## src/rtl/adder_pkg.sv

```systemverilog
// Shared types and helpers for the serial add/subtract unit.
// Optional feature macro used by the top: ADDER_SERIAL_OVF_EN.
package adder_pkg;

  // Controller states: waiting for operands, stepping chunks, holding result.
  typedef enum logic [1:0] {
    IDLE = 2'd0,
    RUN  = 2'd1,
    DONE = 2'd2
  } state_t;

  // Number of chunk steps needed for one operation.
  function automatic int adder_nch(input int width, input int chunk);
    return width / chunk;
  endfunction

endpackage

// Elaboration-time guard: CHUNK must be positive and divide WIDTH exactly,
// and WIDTH must be at least 1.
`define ADDER_CHUNK_CHECK(W, C) \
  if ((W) < 1 || (C) < 1 || ((W) % (C)) != 0) begin : g_chunk_check \
    $error("adder_serial: CHUNK must divide WIDTH exactly"); \
  end

```

## src/rtl/chunk_adder.sv

```systemverilog
// Combinational CHUNK-bit ripple full adder. Also reports the carry into
// the most significant bit so the caller can derive signed overflow.
module chunk_adder #(
  parameter int CHUNK = 2
) (
  input  logic [CHUNK-1:0] x,
  input  logic [CHUNK-1:0] y,
  input  logic             cin,
  output logic [CHUNK-1:0] s,
  output logic             cout,
  output logic             cmsb
);

  // Ripple the carry bit by bit, snapshotting it just before the top bit.
  always_comb begin
    logic c;
    s    = '0;
    cmsb = 1'b0;
    c    = cin;
    for (int i = 0; i < CHUNK; i++) begin
      if (i == CHUNK - 1) cmsb = c;
      s[i] = x[i] ^ y[i] ^ c;
      c    = (x[i] & y[i]) | (c & (x[i] ^ y[i]));
    end
    cout = c;
  end

endmodule

```

## src/rtl/adder_serial.sv

```systemverilog
// Multi-cycle add/subtract unit: processes CHUNK bits per clock, LSB chunk
// first, carrying between chunks in a register. valid/ready on both sides.
// Optional signed-overflow output enabled by macro ADDER_SERIAL_OVF_EN.
//
// Handshake: a transfer happens on a rising edge where valid and ready are
// both high. in_ready is high only in IDLE, out_valid only in DONE; both are
// forced low while rst is high. Inputs are sampled once at acceptance.
module adder_serial
  import adder_pkg::*;
#(
  parameter int WIDTH = 8,
  parameter int CHUNK = 2
) (
  input  logic             clk,
  input  logic             rst,
  input  logic             in_valid,
  output logic             in_ready,
  input  logic [WIDTH-1:0] a,
  input  logic [WIDTH-1:0] b,
  input  logic             sub,
  output logic             out_valid,
  input  logic             out_ready,
  output logic [WIDTH:0]   result
`ifdef ADDER_SERIAL_OVF_EN
  ,
  output logic             ovf
`endif
);

  localparam int NCH = adder_nch(WIDTH, CHUNK);
  localparam int IW  = (NCH > 1) ? $clog2(NCH) : 1;
  localparam logic [IW-1:0] LAST = IW'(NCH - 1);

  `ADDER_CHUNK_CHECK(WIDTH, CHUNK)

  // Current controller state, also visible hierarchically for debug.
  state_t           state;
  state_t           state_n;
  logic [IW-1:0]    idx;
  logic             carry;
  logic             sub_q;
  logic [WIDTH-1:0] a_q;
  logic [WIDTH-1:0] b_q;
  logic [WIDTH-1:0] sum_q;
  logic [CHUNK-1:0] x;
  logic [CHUNK-1:0] y;
  logic [CHUNK-1:0] s;
  logic             cout;
  logic             last;
  int               base;
`ifdef ADDER_SERIAL_OVF_EN
  logic             cmsb;
  logic             ovf_q;
`else
  logic             cmsb_unused;
`endif

  assign base = int'(idx) * CHUNK;
  assign x    = a_q[base +: CHUNK];
  assign y    = b_q[base +: CHUNK];
  assign last = (idx == LAST);

  chunk_adder #(.CHUNK(CHUNK)) u_chunk (
    .x    (x),
    .y    (y),
    .cin  (carry),
    .s    (s),
    .cout (cout),
`ifdef ADDER_SERIAL_OVF_EN
    .cmsb (cmsb)
`else
    .cmsb (cmsb_unused)
`endif
  );

  // State register.
  always_ff @(posedge clk) begin
    if (rst) state <= IDLE;
    else     state <= state_n;
  end

  // Next-state logic and handshake outputs.
  always_comb begin
    state_n   = state;
    in_ready  = 1'b0;
    out_valid = 1'b0;
    case (state)
      IDLE: begin
        in_ready = !rst;
        if (in_valid) state_n = RUN;
      end
      RUN: begin
        if (last) state_n = DONE;
      end
      DONE: begin
        out_valid = !rst;
        if (out_ready) state_n = IDLE;
      end
      default: state_n = IDLE;
    endcase
  end

  // Datapath: capture operands on acceptance, then add one chunk per cycle.
  always_ff @(posedge clk) begin
    if (rst) begin
      idx   <= '0;
      carry <= 1'b0;
      sub_q <= 1'b0;
      a_q   <= '0;
      b_q   <= '0;
      sum_q <= '0;
    end else begin
      case (state)
        IDLE: begin
          if (in_valid) begin
            a_q   <= a;
            b_q   <= sub ? ~b : b;
            sub_q <= sub;
            carry <= sub;
            idx   <= '0;
          end
        end
        RUN: begin
          sum_q[base +: CHUNK] <= s;
          carry                <= cout;
          idx                  <= idx + 1'b1;
        end
        default: ;
      endcase
    end
  end

  // For subtraction the top bit reports borrow, the inverse of carry-out.
  assign result = {sub_q ^ carry, sum_q};

`ifdef ADDER_SERIAL_OVF_EN
  // Signed overflow captured from the final chunk's MSB carries.
  always_ff @(posedge clk) begin
    if (rst)                        ovf_q <= 1'b0;
    else if (state == RUN && last)  ovf_q <= cmsb ^ cout;
  end

  assign ovf = (state == DONE) && !rst && ovf_q;
`endif

endmodule

```

## config.mk

```make
export PLATFORM = sky130hd
export DESIGN_NAME = adder_serial
export DESIGN_NICKNAME = d
export VERILOG_FILES = /design/src/rtl/adder_pkg.sv /design/src/rtl/chunk_adder.sv /design/src/rtl/adder_serial.sv
export SDC_FILE = /design/constraint.sdc
export NUM_CORES = 1
export LEC_CHECK = 0
export ABC_AREA = 1
export CORE_MARGIN = 8
export CORE_UTILIZATION = 46
export DETAILED_ROUTE_END_ITERATION = 12
export GPL_TIMING_DRIVEN = 0
export HOLD_SLACK_MARGIN = 0.02
export PLACE_DENSITY = 0.78
export SLEW_MARGIN = 20
export SYNTH_ARGS = -nofsm -noshare
export SYNTH_HDL_FRONTEND = slang
export SYNTH_SLANG_ARGS = --single-unit
export TNS_END_PERCENT = 5
```

## constraint.sdc

```tcl
create_clock -name clk -period 2 [get_ports clk]
set_input_delay 0.2 -clock clk [delete_from_list [all_inputs] [get_ports clk]]
set_output_delay 0.2 -clock clk [all_outputs]
set_load 0.05 [all_outputs]
```

# Yosys cells after proc, flatten, opt, wreduce, memory -nomap -nowiden
# Cells that the tools add are included.
# word_totals
register_bits	30
word_cells	49
# op_classes
add_sub_neg	2
eq_ne	6
shift	4
mux	12
bitwise_logic	12
reduce_logical	6
# ops
cell	n
$neg A3 Y33	1
$shift A2 B33 Y8 const A	1
$shiftx A2 B33 Y8	1
$shiftx A8 B4 Y2	2
$bwmux W8	1
$mux W2	4
$mux W8	1
$not A8 Y8	1
$ne A2 B2 Y1 const B	3
$pmux W2 S3	1
$xor A1 B1 Y1	5
$and A1 B1 Y1	4
$eq A2 B2 Y1 const B	2
$pmux W2 S2	1
$reduce_and A2 Y1	2
$mux W1	3
$reduce_and A3 Y1	1
$add A2 B1 Y2 const B	1
$eq A2 B1 Y1 const B	1
$logic_not A2 Y1	1
$or A1 B1 Y1	2
$pmux W1 S2	1
$reduce_bool A2 Y1	1
$logic_not A1 Y1	1

# Longest topological paths before layout
# Gate-level depths: netlist (run 1).
# depth
depth_word	7
ltp_mapped	10
mapped_depth_nobuf	9

# By module
# A second synthesis (run 1) with hierarchy kept.
# hier_totals
hier_cells	214
area_unflattened_um2	1522.7
# by_module_without_submodules
mod	instances	cells_per_inst	area_per_inst_um2	seq_area_each_um2
adder_serial	1	212	1482.7	600.6
chunk_adder	1	2	40.0	0.0

# Worst setup path after synthesis (run 1)
# OpenSTA, ideal clock, no wires.
# synth_timing
path_type	register to register
start	register idx[0]
end	register sum_q[1]
setup_ns	0.064
arrival_time_ns	2.106
t_required_ns	1.936
slack_ns	-0.170
stages_incl_launch_ff	11
path_buffers	1
path_cell_list	dfxtp_1 -> inv_1 -> buf_2 -> o21ai_0 -> o22ai_1 -> fa_1 -> fa_1 -> nand3_1 -> o21ai_0 -> nand2_1 -> nor2_1
# synth_between
elab_chain_cells	7
word_cells_on_any_way	13
cone_classes	add/sub (1); shift (4); mux (1); bitwise (7)
# synth_lines
element	line	rtl
start: declaration	adder_serial.sv:39	logic [IW-1:0] idx;
start signal: assignment	adder_serial.sv:126	idx <= idx + 1'b1;
$shiftx A8 B4 Y2 (on tied branches)	adder_serial.sv:59, adder_serial.sv:60	
$xor A1 B1 Y1	chunk_adder.sv:22, chunk_adder.sv:23	
$and A1 B1 Y1	chunk_adder.sv:23	c = (x[i] & y[i]) | (c & (x[i] ^ y[i]));
$or A1 B1 Y1	chunk_adder.sv:23	
$xor A1 B1 Y1	chunk_adder.sv:22	s[i] = x[i] ^ y[i] ^ c;
$shiftx A2 B33 Y8	adder_serial.sv:124	sum_q[base +: CHUNK] <= s;
$bwmux W8 (*)	adder_serial.sv:124	
end signal: indexed assignment	adder_serial.sv:124	
end: declaration	adder_serial.sv:44	logic [WIDTH-1:0] sum_q;
# Mark *: on every way between the ends. The rest lies on a longest branch, timed or not.
# A chain may end at the register's enable or synchronous reset.

# Worst setup path after layout (run 1)
# Same ends and word-level chain as after synthesis.

==> results.yml, run 1 <==
cts:
  cts_sinks: 30
  cts_tree: "yes"
  clockBufferDepth: 2
  ctsRootBufferMaster: "clkbuf_4"
  clk_latency_ns: 0.34
  cts_htree_levels: 2
  cts_inserted_buffers: 5
  clk_pin_slew_ns: 0.10
  ctsHoldBuffers: 0
grt:
  antenna_found_initial: 0
  overflow: 0
  grtUsageTotal_pct: 12.8
  grt_max_degree: 13
  grt_pass1_wl_um: 5490
  grt_pass1_vias: 1326
run:
  cap_violations: 0
floorplan:
  die_w_um: 74.5
  start_util_pct: 47.5
  core_area_mm2: 0.00331
  ios: 32
  die_h_um: 74.5
  die-area_mm2: 0.00554
  rows: 21
logic_synthesis:
  syn-cell-area_mm2: 0.00157
  syn_inst: 220
  yosysUniqueCellTypes: 24
  netlist.area_leader.share_pct: 38.2
  synth_fp_nets: 248
  postSynthAreaPerCell_um2: 7.14
  synth_seq_cells: 30
  yosysWarnings: 0
  synth_seq_area_share_pct: 38.2
  ys_top_cells_by_area: "dfxtp_1, nor2_1, nand2_1"
  synth_top_cell_by_area: "dfxtp_1"
pwr:
  power.leakage_nw: 0.931
  p_sw_uw: 475
  p_sw_share_pct: 32.3
  power_mw: 1.47
  powerDensity_mw_per_mm2: 693
  comb_power_share_pct: 27.7
  ir_drop_mv: 0.437
  share_seq_of_total_power_pct: 45.5
  p_clk_share_pct: 26.8
  internal_power_uw: 993
layout:
  layout.nets: 291
  antenna_cells: 0
  fin_cells: 310
  fillers: 323
  layout-drive-gt1-share_pct: 17.8
  areaGrowthSynthToFinish_pct: 34.7
  utilization_pct: 63.9
min_path:
  hold_path.startpoint: "sub"
  hold_path_class: "input port to register"
  holdPathEnd: "sub_q"
  hold_depth: 3
setup_path:
  critPathKind: "register to register"
  reg2reg_to: "sum_q[1]"
  cp_max_fo: 6
  max_stage_delay_ns: 0.60
  rr_worst_depth: 10
  reg2reg_slack_ns: -0.16
  required_ns: 2.28
  cp_slowest_cell: "fa_2"
  crit_family: "adder cells"
  critPathCaptureType: "register"
  start_kind: "register"
  timing.rr.start: "idx[0]"
  crit_buf_inv: 2
  crit_top_cell: "fa_2"
  crit_chain: "inv_4 -> buf_8 -> o21ai_2 -> o22ai_2 -> fa_2 -> fa_2 -> nand3_2 -> o21ai_1 -> nand2_1 -> nor2_1"
  arrival_ns: 2.44
timing:
  slew_viol_final: 0
  timing.final.crit_share_pct: 108
  finalCriticalPeriod_ns: 2.16
  worst_pin_slew_ns: 0.502
  max_freq_ghz: 0.463
  fin_ws_ns: -0.160
  hold_viol_final: 0
  finalSetupViolations: 4
  skew_ns: 0.00992
  rsz0062_at_grt: "true"
  timing.slew.headroom_pct: 66.5
placed_design:
  numPlacedInstances: 296
  gp_congestion: 0.759
  dp_slack_ns: -0.239
  portBuffers: 30
  dp_hpwl_um: 2470
drt:
  vias_per_cell: 4.70
  drt_iter0_drc: 87
  ant_nets: 0
  dr.pass1.iters: 4
  drc: 0
  wl_per_cell_um: 11.2
  vias: 1457
  wirelength_um: 3480
outcome:
  outcome: "complete, but fails checks"
  failed_checks: "setup timing"
[stage by stage]
stage          area [µm²]  TNS, ns  hold WS, ns
2_1_floorplan        1590  -0.0870        0.306
3_3_place_gp         1950    -1.01        0.452
3_5_place_dp         1950    -1.07        0.458
4_1_cts              2020   -0.504        0.296
5_1_grt              2120   -0.845        0.331
6_report             2120   -0.446        0.302
[cell type report]
class / count / area (µm²) / area share [%]
Buffer: 9 / 85.1 / 4.02
Timing Repair Buffer: 36 / 343 / 16.2
Inverter: 21 / 86.3 / 4.08
Multi-Input combinational cell: 160 / 873 / 41.3
Sequential cell: 30 / 608 / 28.7
Clock inverter: 2 / 12.5 / 0.591
Clock buffer: 6 / 51.3 / 2.42
Tap cell: 46 / 57.6 / 2.72
[layer usage]
layer	part of all wire [%]	global-route usage, %
met1	43	13.8
met2	51	22.3
met3	3.9	3.37
met4	2.5	6.96
met5	0	0
[worst min-delay path, cell delays in order]
cell and delay [ns]:
buf_2 0.19, nand3_1 0.13, a21oi_1 0.07
[placed cells by master, fill, tap and decap left out, types with 3 or more instances in the layout]
cell	netlist	routed
a21oi_1	6	6
buf_4	0	5
buf_6	2	3
clkbuf_4	0	5
clkdlybuf4s50_1	0	27
dfxtp_1	30	28
ha_1	5	5
inv_1	20	19
nand2_1	41	41
nand3_1	7	5
nor2_1	52	49
nor2_2	8	10
o21ai_0	20	15
o21ai_2	0	4
o22ai_1	5	3
xnor2_1	8	8
[sequential cells by signal, summed over array words and instances (netlist names)]
register	flops
a_q	8
b_q	8
sum_q	8
idx	2
state	2
carry	1
sub_q	1
[how the worst max path moves through the flow]
stage,from,endpoint,cells past startpoint
3_3_place_gp,idx[1],sum_q[7],9
4_1_cts,idx[0],sum_q[1],10
3_5_place_dp,idx[1],sum_q[3],9
6_report,idx[0],sum_q[1],10
2_1_floorplan,idx[0],sum_q[1],10
5_1_grt,idx[0],sum_q[1],10
[cells in the mapped netlist, drive strengths merged]
cell and instances:
a21oi 6, buf 7, clkbuf 2, nand2 42, xnor2 8, nand3 7
o22ai 5, fa 2, ha 5, nand4 1, xor2 1, o21a 1
nor2 61, dfxtp 30, inv 21, o21ai 20, nor3 1
[power by group through the flow]
stage | clock network [mW] | logic [mW] | registers [mW]
floorplan | 0 | 0.249 | 0.688
global placement | 0 | 0.362 | 0.678
detailed placement | 0 | 0.368 | 0.679
CTS | 0.392 | 0.371 | 0.665
global route | 0.425 | 0.451 | 0.673
finish | 0.393 | 0.407 | 0.668
[timing repair]
action                                  in CTS  in global routing
pin swaps                                    1                 10
setup buffers                                1                  5
endpoints found under the setup margin       7                  7
resized for setup                            3                 20
[cells by family (layout without fill, tap and decap cells)]
kind of cell,Yosys count,in the layout,share of synthesized area (%)
xor gates and xnor gates,9,9,5.02
DFF,30,30,38.2
adders and majority gates,7,7,6.53
AOI/OAI and AO/OA,32,32,10.7
and+or+nand+nor,112,112,29.8
buffers and inverters,30,74,9.71
Power figures use the tool's default switching activity.
==> inputs of run 2 (changes only) <==
- ABC_CLOCK_PERIOD_IN_PS: not set -> 2000
==> results of run 2 <==
Final layout, timing and power as in run 1 (identical DEF).
==> inputs of run 3 (changes only) <==
==> constraint.sdc (replaced) <==
create_clock -name clk -period 2 [get_ports clk]
set_input_delay 0.4 -clock clk [delete_from_list [all_inputs] [get_ports clk]]
set_output_delay 0.4 -clock clk [all_outputs]
set_load 0.05 [all_outputs]
==> results.yml, run 3 (same netlist as run 1, synthesis figures left out) <==
min_path:
  hold_path_class: "register to register"
  hold_depth: 2
floorplan:
  core_area_mm2: 0.00331
  ios: 32
  die-area_mm2: 0.00554
  die_h_um: 74.5
  die_w_um: 74.5
  start_util_pct: 47.5
  rows: 21
layout:
  layout.nets: 291
  layout-drive-gt1-share_pct: 18.6
  antenna_cells: 0
  utilization_pct: 63.9
  largestRegisters: "a_q (8), b_q (8), sum_q (8)"
  layout_commonest_cell: "nor2_1"
  areaGrowthSynthToFinish_pct: 34.7
  final_cell_mix: "nor2_1, nand2_1, dfxtp_1"
timing:
  timing.slew.headroom_pct: 66.6
  finalSetupViolations: 4
  timing.final.crit_share_pct: 108
  rsz0062_at_grt: "true"
  skew_ns: 0.0106
  worst_pin_slew_ns: 0.500
  finalCriticalPeriod_ns: 2.16
  slew_viol_final: 0
  fin_ws_ns: -0.158
  max_freq_ghz: 0.463
  hold_viol_final: 0
  setup_tns_ns: -0.470
setup_path:
  required_ns: 2.28
  start_kind: "register"
  rr_worst_depth: 10
  arrival_ns: 2.44
  critPathKind: "register to register"
  cp_max_fo: 6
  critPathCaptureType: "register"
grt:
  grt_max_degree: 13
  antenna_found_initial: 0
  grt_pass1_wl_um: 5500
  grt_pass1_vias: 1322
  overflow: 0
  grtUsageTotal_pct: 12.8
pwr:
  ir_drop_mv: 0.406
  powerDensity_mw_per_mm2: 691
  power.leakage_nw: 0.917
cts:
  ctsRootBufferMaster: "clkbuf_4"
  cts_htree_levels: 2
  cts_tree: "yes"
  cts_inserted_buffers: 5
  ctsHoldBuffers: 0
  cts_sinks: 30
  clk_pin_slew_ns: 0.11
  clockBufferDepth: 2
  clk_latency_ns: 0.34
drt:
  vias: 1468
  vias_per_cell: 4.74
  dr.pass1.iters: 4
  wirelength_um: 3520
  drc: 0
  wl_per_cell_um: 11.4
  ant_nets: 0
  drt_iter0_drc: 95
outcome:
  failed_checks: "setup timing"
  outcome: "complete, but fails checks"
placed_design:
  dp_hpwl_um: 2470
  portBuffers: 30
  gp_congestion: 0.759
run:
  cap_violations: 0
[run 3: cell count changes in the layout (fill, tap and decap cells not counted)]
cell	before	now
clkdlybuf4s15_2	0	2
clkbuf_1	2	1
clkbuf_2	1	2
dlygate4sd2_1	2	1
dlymetal6s2s_1	1	0
nor2_1	49	50
nor2_2	10	9
[run 3: cell type report]
| cell class | instances | area (µm²) |
|---|---|---|
| Tap cell | 46 | 57.6 |
| Buffer | 9 | 86.3 |
| Clock buffer | 6 | 51.3 |
| Multi-Input combinational cell | 160 | 871 |
| Timing Repair Buffer | 36 | 344 |
| Clock inverter | 2 | 12.5 |
| Sequential cell | 30 | 608 |
| Inverter | 21 | 86.3 |
| Fill cell | 324 | 1190 |
[run 3: worst paths after layout]
kind | from | end | slack [ns]
max | idx[0] | sum_q[1] | -0.16
min | sum_q[5] | sum_q[5] | 0.47
max reg2reg | idx[0] | sum_q[1] | -0.16
min reg2reg | sum_q[5] | sum_q[5] | 0.47
[run 3: critical path, stage by stage, from the launching register on]
cell and delay (ns):
dfxtp_4 0.38, inv_4 0.04, buf_8 0.13, o21ai_2 0.14, o22ai_2 0.09, fa_2 0.37
fa_2 0.60, nand3_2 0.07, o21ai_1 0.13, nand2_1 0.06, nor2_1 0.10
[run 3: where the power goes]
| part | internal (mW) | total (mW) | switching, mW | leakage (nW) |
|---|---|---|---|---|
| combinational | 0.186 | 0.406 | 0.220 | 0.635 |
| clock | 0.169 | 0.391 | 0.222 | 0.0343 |
| sequential | 0.637 | 0.667 | 0.0299 | 0.248 |
[run 3: stage by stage]
stage                     power (mW)  std cells  area [µm²]  worst slack, ns  hold slack, ns
after global routing            1.55        310        2120           -0.280           0.494
after floorplan                0.937        220        1590          -0.0306           0.449
after CTS                       1.43        305        2030           -0.145           0.475
final                           1.46        310        2120           -0.158           0.472
after global placement          1.04        296        1950           -0.508           0.452
after detailed placement        1.05        296        1950           -0.499           0.458
[run 3: metal layers]
| layer | global-route usage, % | wire [µm] | up-vias |
|---|---|---|---|
| met4 | 6.96 | 84 | 0 |
| li1 | - | - | 770 |
| met1 | 13.8 | 1510 | 668 |
| met3 | 3.37 | 128 | 9 |
| met2 | 22.4 | 1800 | 21 |
| met5 | 0 | 0 | - |
[run 3: what timing repair did]
item                                    in CTS  in global routing
pin swaps                                    1                  8
cloned                                       0                  0
endpoints found under the setup margin       8                  7
setup buffers                                1                  5
resized for setup                           10                 18
hold endpoints to repair                     0                  0
